$ cat src/rtl/uart_tx_fifo_param.sv
// Buffered UART transmitter: words queue in a small circular FIFO and are
// serialised as start / data (LSB first) / optional parity / 1-2 stop bits.
module uart_tx_fifo_param #(
  parameter int DATA_WIDTH = 8,
  parameter int FIFO_DEPTH = 4,
  parameter int PRESC_W    = 8
) (
  input  logic                  CLK,
  input  logic                  RST,
  input  logic [DATA_WIDTH-1:0] P_Data,
  input  logic                  Data_Valid,
  input  logic                  Parity_Enable,
  input  logic                  Parity_Type,
  input  logic                  Stop_Bits,
  input  logic [PRESC_W-1:0]    Prescale,
  output logic                  Tx_OUT,
  output logic                  Busy,
  output logic                  Full,
  output logic                  Overrun
);

  localparam int PTR_W = $clog2(FIFO_DEPTH);
  localparam int CNT_W = PTR_W + 1;
  localparam int BIT_W = $clog2(DATA_WIDTH);
  localparam logic [CNT_W-1:0]   CNT_FULL  = CNT_W'(FIFO_DEPTH);
  localparam logic [CNT_W-1:0]   CNT_ONE   = CNT_W'(1);
  localparam logic [PTR_W-1:0]   PTR_ONE   = PTR_W'(1);
  localparam logic [BIT_W-1:0]   BIT_ONE   = BIT_W'(1);
  localparam logic [BIT_W-1:0]   BIT_LAST  = BIT_W'(DATA_WIDTH - 1);
  localparam logic [PRESC_W-1:0] PRESC_ONE = PRESC_W'(1);

  typedef enum logic [2:0] {S_IDLE, S_START, S_DATA, S_PARITY, S_STOP} state_t;

  state_t                state;
  logic [DATA_WIDTH-1:0] mem [FIFO_DEPTH];
  logic [PTR_W-1:0]      wr_ptr, rd_ptr;
  logic [CNT_W-1:0]      count, count_nxt;
  logic [DATA_WIDTH-1:0] data_q;
  logic                  pe_q, pt_q, sb_q;
  logic [PRESC_W-1:0]    presc_q, presc_cnt;
  logic [BIT_W-1:0]      bit_idx;
  logic                  push, pop, fifo_empty, cell_end, stop_done, line_bit;

  always_comb begin
    fifo_empty = (count == '0);
    push       = Data_Valid && !Full;
    cell_end   = (presc_cnt == presc_q - PRESC_ONE);
    // With two stop bits the first stop cell (bit_idx 0) does not end the frame.
    stop_done  = (state == S_STOP) && cell_end && !(sb_q && (bit_idx == '0));
    pop        = !fifo_empty && ((state == S_IDLE) || stop_done);
    count_nxt  = count;
    if (push && !pop)
      count_nxt = count + CNT_ONE;
    else if (!push && pop)
      count_nxt = count - CNT_ONE;
    line_bit = 1'b1;
    case (state)
      S_START:  line_bit = 1'b0;
      S_DATA:   line_bit = data_q[bit_idx];
      S_PARITY: line_bit = (^data_q) ^ pt_q;
      default:  line_bit = 1'b1;
    endcase
  end

  always_ff @(posedge CLK) begin
    if (push && RST)
      mem[wr_ptr] <= P_Data;
  end

  always_ff @(posedge CLK) begin
    if (!RST) begin
      wr_ptr  <= '0;
      rd_ptr  <= '0;
      count   <= '0;
      Full    <= 1'b0;
      Overrun <= 1'b0;
      Busy    <= 1'b0;
    end else begin
      if (push) wr_ptr <= wr_ptr + PTR_ONE;
      if (pop)  rd_ptr <= rd_ptr + PTR_ONE;
      count   <= count_nxt;
      Full    <= (count_nxt == CNT_FULL);
      Overrun <= Data_Valid && Full;
      Busy    <= (state != S_IDLE) || !fifo_empty;
    end
  end

  // Tx_OUT registers the cell value of the current state, so the line trails
  // the FSM by one clock.
  always_ff @(posedge CLK) begin
    if (!RST) begin
      state     <= S_IDLE;
      presc_cnt <= '0;
      bit_idx   <= '0;
      data_q    <= '0;
      pe_q      <= 1'b0;
      pt_q      <= 1'b0;
      sb_q      <= 1'b0;
      presc_q   <= PRESC_ONE;
      Tx_OUT    <= 1'b1;
    end else begin
      Tx_OUT <= line_bit;
      if (state == S_IDLE || cell_end)
        presc_cnt <= '0;
      else
        presc_cnt <= presc_cnt + PRESC_ONE;
      if (pop) begin
        data_q  <= mem[rd_ptr];
        pe_q    <= Parity_Enable;
        pt_q    <= Parity_Type;
        sb_q    <= Stop_Bits;
        presc_q <= (Prescale == '0) ? PRESC_ONE : Prescale;
        bit_idx <= '0;
      end
      case (state)
        S_IDLE:   if (pop) state <= S_START;
        S_START:  if (cell_end) begin
                    bit_idx <= '0;
                    state   <= S_DATA;
                  end
        S_DATA:   if (cell_end) begin
                    if (bit_idx == BIT_LAST) begin
                      bit_idx <= '0;
                      state   <= pe_q ? S_PARITY : S_STOP;
                    end else begin
                      bit_idx <= bit_idx + BIT_ONE;
                    end
                  end
        S_PARITY: if (cell_end) begin
                    bit_idx <= '0;
                    state   <= S_STOP;
                  end
        S_STOP:   if (cell_end) begin
                    if (!stop_done)
                      bit_idx <= BIT_ONE;
                    else
                      state <= pop ? S_START : S_IDLE;
                  end
        default:  state <= S_IDLE;
      endcase
    end
  end

endmodule

$ cat config.mk
export PLATFORM = sky130hd
export DESIGN_NAME = uart_tx_fifo_param
export DESIGN_NICKNAME = d
export VERILOG_FILES = /design/src/rtl/uart_tx_fifo_param.sv
export SDC_FILE = /design/constraint.sdc
export NUM_CORES = 1
export LEC_CHECK = 0
export CORE_MARGIN = 4
export CORE_UTILIZATION = 55
export DETAILED_ROUTE_END_ITERATION = 7
export PLACE_DENSITY = 0.86
export SETUP_SLACK_MARGIN = 0.1
export SLEW_MARGIN = 20
export SYNTH_ARGS = -nofsm -noshare
export SYNTH_HDL_FRONTEND = slang
export SYNTH_SLANG_ARGS = --single-unit
$ cat constraint.sdc
create_clock -name CLK -period 3.1 [get_ports CLK]
set_input_delay 0.31 -clock CLK [delete_from_list [all_inputs] [get_ports CLK]]
set_output_delay 0.31 -clock CLK [all_outputs]
set_load 0.005 [all_outputs]
# Word level (Yosys, flattened, before mapping)
# Memory sizes are Yosys's and may differ from the RTL's. A register that Yosys moved wholly into a read port is not among the register bits.
# Index checks and enable logic that the tools add are counted.
word_totals:
  output_inout_bits: 4
  mem_bits_rw: 32
  inputBits: 22
  word_cells: 91
  ff_bits: 36
  memories: 1
classes:
  mux: 25
  n_bitwise: 2
  magnitude_cmp: 1
  eq_ne: 14
  n_addsub: 7
  n_reduce_logical: 27
memory_table:
  columns: ["memory", "words", "width", "read_ports", "rd_clocked_by_memory_dff", "write_ports", "line_no", "text"]
  rows:
  - ["mem", 4, 8, 1, 1, 1, "35", "logic [DATA_WIDTH-1:0] mem [FIFO_DEPTH];"]
op_table:
  columns: ["cell", "count"]
  rows:
  - ["two-way mux 3 bit", 16]
  - ["one-hot mux 3 bit (5 select lines)", 1]
  - ["!= test 2 bit (second input constant)", 7]
  - ["== test 3 bit (second input constant)", 3]
  - ["logical AND 1 bit", 9]
  - ["logical NOT 3 bit", 3]
  - ["one-hot mux 3 bit (3 select lines)", 1]
  - ["adder 8 x 1 -> 8 bit (second input constant)", 1]
  - ["== test 8 bit", 1]
  - ["logical NOT 8 bit", 1]
  - ["two-way mux 8 bit", 1]
  - ["parity 8 bit", 1]
  - ["subtractor 8 x 1 -> 8 bit (second input constant)", 1]
  - ["AND reduction 7 bit", 1]
  - ["adder 3 x 1 -> 3 bit (second input constant)", 2]
  - ["== test 3 x 2 -> 1 bit (second input constant)", 2]
  - ["logical NOT 1 bit", 6]
  - ["adder 2 x 1 -> 2 bit (second input constant)", 2]
  - ["< comparator 3 x 4 -> 1 bit (second input constant)", 1]
  - ["two-way mux 1 bit", 4]
  - ["OR reduction 2 bit", 2]
  - ["binary-select mux 1 bit (select 3 bit)", 1]
  - ["== test 3 x 1 -> 1 bit (second input constant)", 1]
  - ["logical OR 1 bit", 3]
  - ["5 further kinds", 5]

# Depth between registers and ports, before layout
depth:
  depth_word: 10
  mapped_depth: 11
  ltp_nobuf: 9

# Worst setup path before layout
# Ideal clock, no wire load.
synth_path:
  path_kind: "register to register"
  from: "register presc_q[0]"
  to: "register Full"
  stages_incl_launch_ff: 11
  n_path_buf: 1
  setup_slack_ns: 0.468
  arrival_ns: 2.514
  synth_period_minus_slack_ns: 2.632
  setup_ns: 0.119
  required_ns: 2.981
  path_cell_list: "dfxtp_1 > inv_1 > ha_1 > o21ba_1 > a221oi_1 > a41oi_1 > o41ai_4 > and2_1 > buf_6 > mux2_1 > o221a_1"
synth_between:
  elab_chain_cells: 10
  elab_cells_between_ends: 12
  classes_between: "add/sub: 1; eq/ne: 2; mux: 2; reduce/logical: 7"
synth_rtl:
  columns: ["item", "line_no", "text"]
  rows:
  - ["start: declaration", "40", "logic [PRESC_W-1:0] presc_q, presc_cnt;"]
  - ["start signal: assignment", "112", "presc_q <= (Prescale == '0) ? PRESC_ONE : Prescale;"]
  - ["subtractor 8 x 1 -> 8 bit *", "47", "cell_end = (presc_cnt == presc_q - PRESC_ONE);"]
  - ["== test 8 bit *", "47", null]
  - ["logical AND 1 bit * (2 in series)", "49", "stop_done = (state == S_STOP) && cell_end && !(sb_q && (bit_idx == '0));"]
  - ["logical OR 1 bit *", "50", "pop = !fifo_empty && ((state == S_IDLE) || stop_done);"]
  - ["logical AND 1 bit *", "50", null]
  - ["logical AND 1 bit or logical NOT 1 bit (tied branches)", "54, 52", null]
  - ["two-way mux 3 bit or logical AND 1 bit (tied branches)", "54, 52", null]
  - ["two-way mux 3 bit *", "52", "if (push && !pop)"]
  - ["== test 3 bit *", "82", "Full <= (count_nxt == CNT_FULL);"]
  - ["end signal: assignment", "82", null]
  - ["end: declaration", "18", "output logic Full,"]
# Every way passes the cells marked *; elsewhere a longest branch is shown, timed or not.
# A chain may end at the register's enable or synchronous reset.

# Final worst setup path
layout_path:
  from: "register presc_q[0]"
  to: "register data_q[5] (read register of mem)"
layout_between:
  elab_chain_cells: 6
layout_rtl:
  columns: ["item", "line_no", "text"]
  rows:
  - ["subtractor 8 x 1 -> 8 bit", "47", null]
  - ["== test 8 bit", "47", null]
  - ["logical AND 1 bit (2 in series)", "49", null]
  - ["logical OR 1 bit", "50", null]
  - ["logical AND 1 bit", "50", null]
  - ["end: declaration", "38", "logic [DATA_WIDTH-1:0] data_q;"]
# Every way passes these cells.

==> results.md <==
- Layout cells sized above 1: 10.20%
- Max-slew violation count: 0
- Tot Pwr: 0.003680 W
- Worst Skew: 0.008876 ns
- Core area: 6350 um2
- Die area: 7888 um2
- ANT nets after route: 0
- Fin area: 4114 um2
- Root Driver: clkbuf_8
- Worst path slowest cell: dfxtp_1
- Synth Flop Type: dfxtp_1
- Fillers: 455
- Cell Rows: 29
- Syn_nets: 359
- Simple-Gate Fraction of Synth Area: 15.29%
- Fmax: 364.9 MHz
- CTS Sinks: 76
- Initial Util: 56.57%
- Worst-margin pin slew: 0.6464 ns
- Mean Syn Cell Area: 11.05 um2
- Area of the multi-input gates: 1620 um2
- Initial antenna violation count: 0
- Ys async rst share: 0%
- Vias: 2466
- Max incr delay on CP: 0.44 ns
- Yosys synthesis warning count: 0
- DRT iter0 DRCs: 159
- WP data arrival: 2.98 ns
- WL per Instance: 15.78 um
- Outcome: completed
- Yosys cell types: 51
- Main combinational cell family by area after synthesis: simple AND/OR/NAND/NOR gates
- CTS Buffer Depth: 2
- Final cell count without fillers: 430
- Post-synth EDFFs: 32
- PwrDens: 894.5 nW/um2
- Seq/Total Area, Yosys: 51.27%
- Register Area: 1842 um2
- CTS tree: yes
- Final hold slack: 0.4732 ns
- Gpl congestion: 0.9516
- Max cap viols: 0
- HP Class: reg -> reg
- Post-synthesis cell count: 325
- Drt total wl: 6785 um
- Routed vias/inst: 5.735
- Total track usage: 19.45%
- Crit path launch type: flip-flop
- Register bit count reported by yosys: 76
- Relative slew margins: 56.85%
- Placed Cells: 414
- Minimum clock period after layout: 2.740 ns
- Peak supply drop: 0.0005838 V
- CP Max Fanout: 12
- Vias in the first global route: 2414
- Area after DPL: 3884 um2
- Horiz. Die Dim: 88.82 um
- Worst-path cell chain: inv_1 > ha_1 > o21ba_1 > a221oi_1 > a41oi_1 > o41ai_4 > and2_1 > buf_4 > mux2i_1 > nor2_1
- Port Buffers: 25
- Post-synthesis mux area share: 9.370%
- LEAKAGE: 1.522 nW
- Dpl hpwl: 4835 um
- Unrepaired setup endpoints after global routing: false
- Ports: 26
- Setup TNS: 0 ns
- Die Ht: 88.82 um
- Commonest non-fill, non-tap cell in the layout: dfxtp_1
- Commonest non-fill, non-tap cells in the layout: dfxtp_1, nand2_1, edfxtp_1, nor2_1, clkdlybuf4s50_1
- Setup Viol. Count Final: 0
- Xor/xnor cell area share of the yosys netlist: 6.966%
- Synth Area in Compound Gates: 9.021%
- Area grow syn2layout: 14.52%
- Total gr overflow: 0
- Final nets: 382
- Area of the mapped netlist: 3592 um2
- Num CTS Buffers: 9
- Final Cycle Share: 88.39%
- Crit path kind: reg -> reg
- First-pass GRT wire length: 11410 um
- Remaining DRCs: 0
- CP required: 3.34 ns
- DR pass1 iterations: 4
- Post-cts repair resize count: 0
- Crit. End Element: flip-flop
- Pin count of the biggest net entering global routing: 30
- Clock transition at path regs: 0.09 ns
- Clock H-tree levels: 3
- Post-synthesis adder-cell area fraction: 4.458%
- Endpoints failing hold: 0
- Clock Latency Late Sink: 0.36 ns
- # diodes: 0
==> routing by layer <==
layer | wire length, um | track usage, %
met5 | 0 | 0
met4 | 129 | 7.967
met3 | 382 | 5.400
met2 | 3423 | 32.79
met1 | 2849 | 23.44
==> metrics by stage <==
stage / setup slack, ns / util [%]
finish: 0.3598 / 64.79
global route: 0.1296 / 64.79
CTS: 0.2847 / 64.79
detailed placement: 0.3114 / 61.16
global placement: 0.4568 / 61.16
floorplan: 0.4676 / -
==> worst paths after layout <==
kind,startpoint,to,slack (ns),depth (start not counted)
worst min-delay path,presc_q[7],presc_q[7],0.47,2
worst max register to register,presc_q[0],data_q[5],0.36,10
worst max-delay path,presc_q[0],data_q[5],0.36,10
worst min register to register,presc_q[7],presc_q[7],0.47,2
==> flip-flops by register name, summed over array words and instances, names as in the netlist, 3 cells and up <==
signal,cells
state,3
presc_cnt,8
data_q,8
presc_q,8
count,3
bit_idx,3
mem,32
==> report_power, final <==
part	switching [W]	total [W]	internal, W
registers	0.000214	0.00143	0.00122
clock network	0.000403	0.000871	0.000469
logic	0.000717	0.00137	0.000658
==> worst max-delay path: cells and delay by family (launching register included) <==
family / cells / cell delay, ns
buffers and inverters: 2 / 0.32
and+or+nand+nor: 2 / 0.31
DFF: 1 / 0.44
muxes: 1 / 0.24
AOI/OAI and AO/OA: 4 / 1.04
adders and majority gates: 1 / 0.27
==> layout make-up <==
class | instances | share of cell area, %
Tap cell | 77 | 2.342
Inverter | 12 | 1.095
Sequential cell | 76 | 44.77
Clock inverter | 7 | 2.585
Timing Repair Buffer | 29 | 6.813
Multi-Input combinational cell | 220 | 39.39
Clock buffer | 9 | 3.011
==> cells by family after synthesis <==
family,Yosys count
adder cells (fa/ha/maj),13
multiplexers,21
XOR/XNOR,27
AO/OA/AOI/OAI,45
buffers and inverters,29
flip-flops,76
AND/OR/NAND/NOR,114
==> what timing repair did <==
item | in CTS | in global routing
hold buffers | 0 | 0
setup buffers | 0 | 0
endpoints found under the setup margin | 0 | 9
==> cell usage after synthesis, drive strengths merged (2+ instances only) <==
cell type	number	area, um2
xor2	10	87.58
a21oi	23	115.1
nand2	34	127.6
dfxtp	44	880.8
a211oi	2	15.01
nor2b	5	31.28
xnor2	16	140.1
mux2i	10	100.1
a221oi	3	32.53
buf	5	40.03
nor4	3	25.02
nand3	7	35.03
or3	2	12.51
o21ai	3	18.77
nor2	29	108.9
clkbuf	12	45.04
nand2b	4	25.02
nand4	5	31.28
ha	12	150.1
mux4	10	225.2
and3	12	75.07
nor3	10	55.05
inv	12	45.04
edfxtp	32	960.9
(Power assumes the default switching activity.)
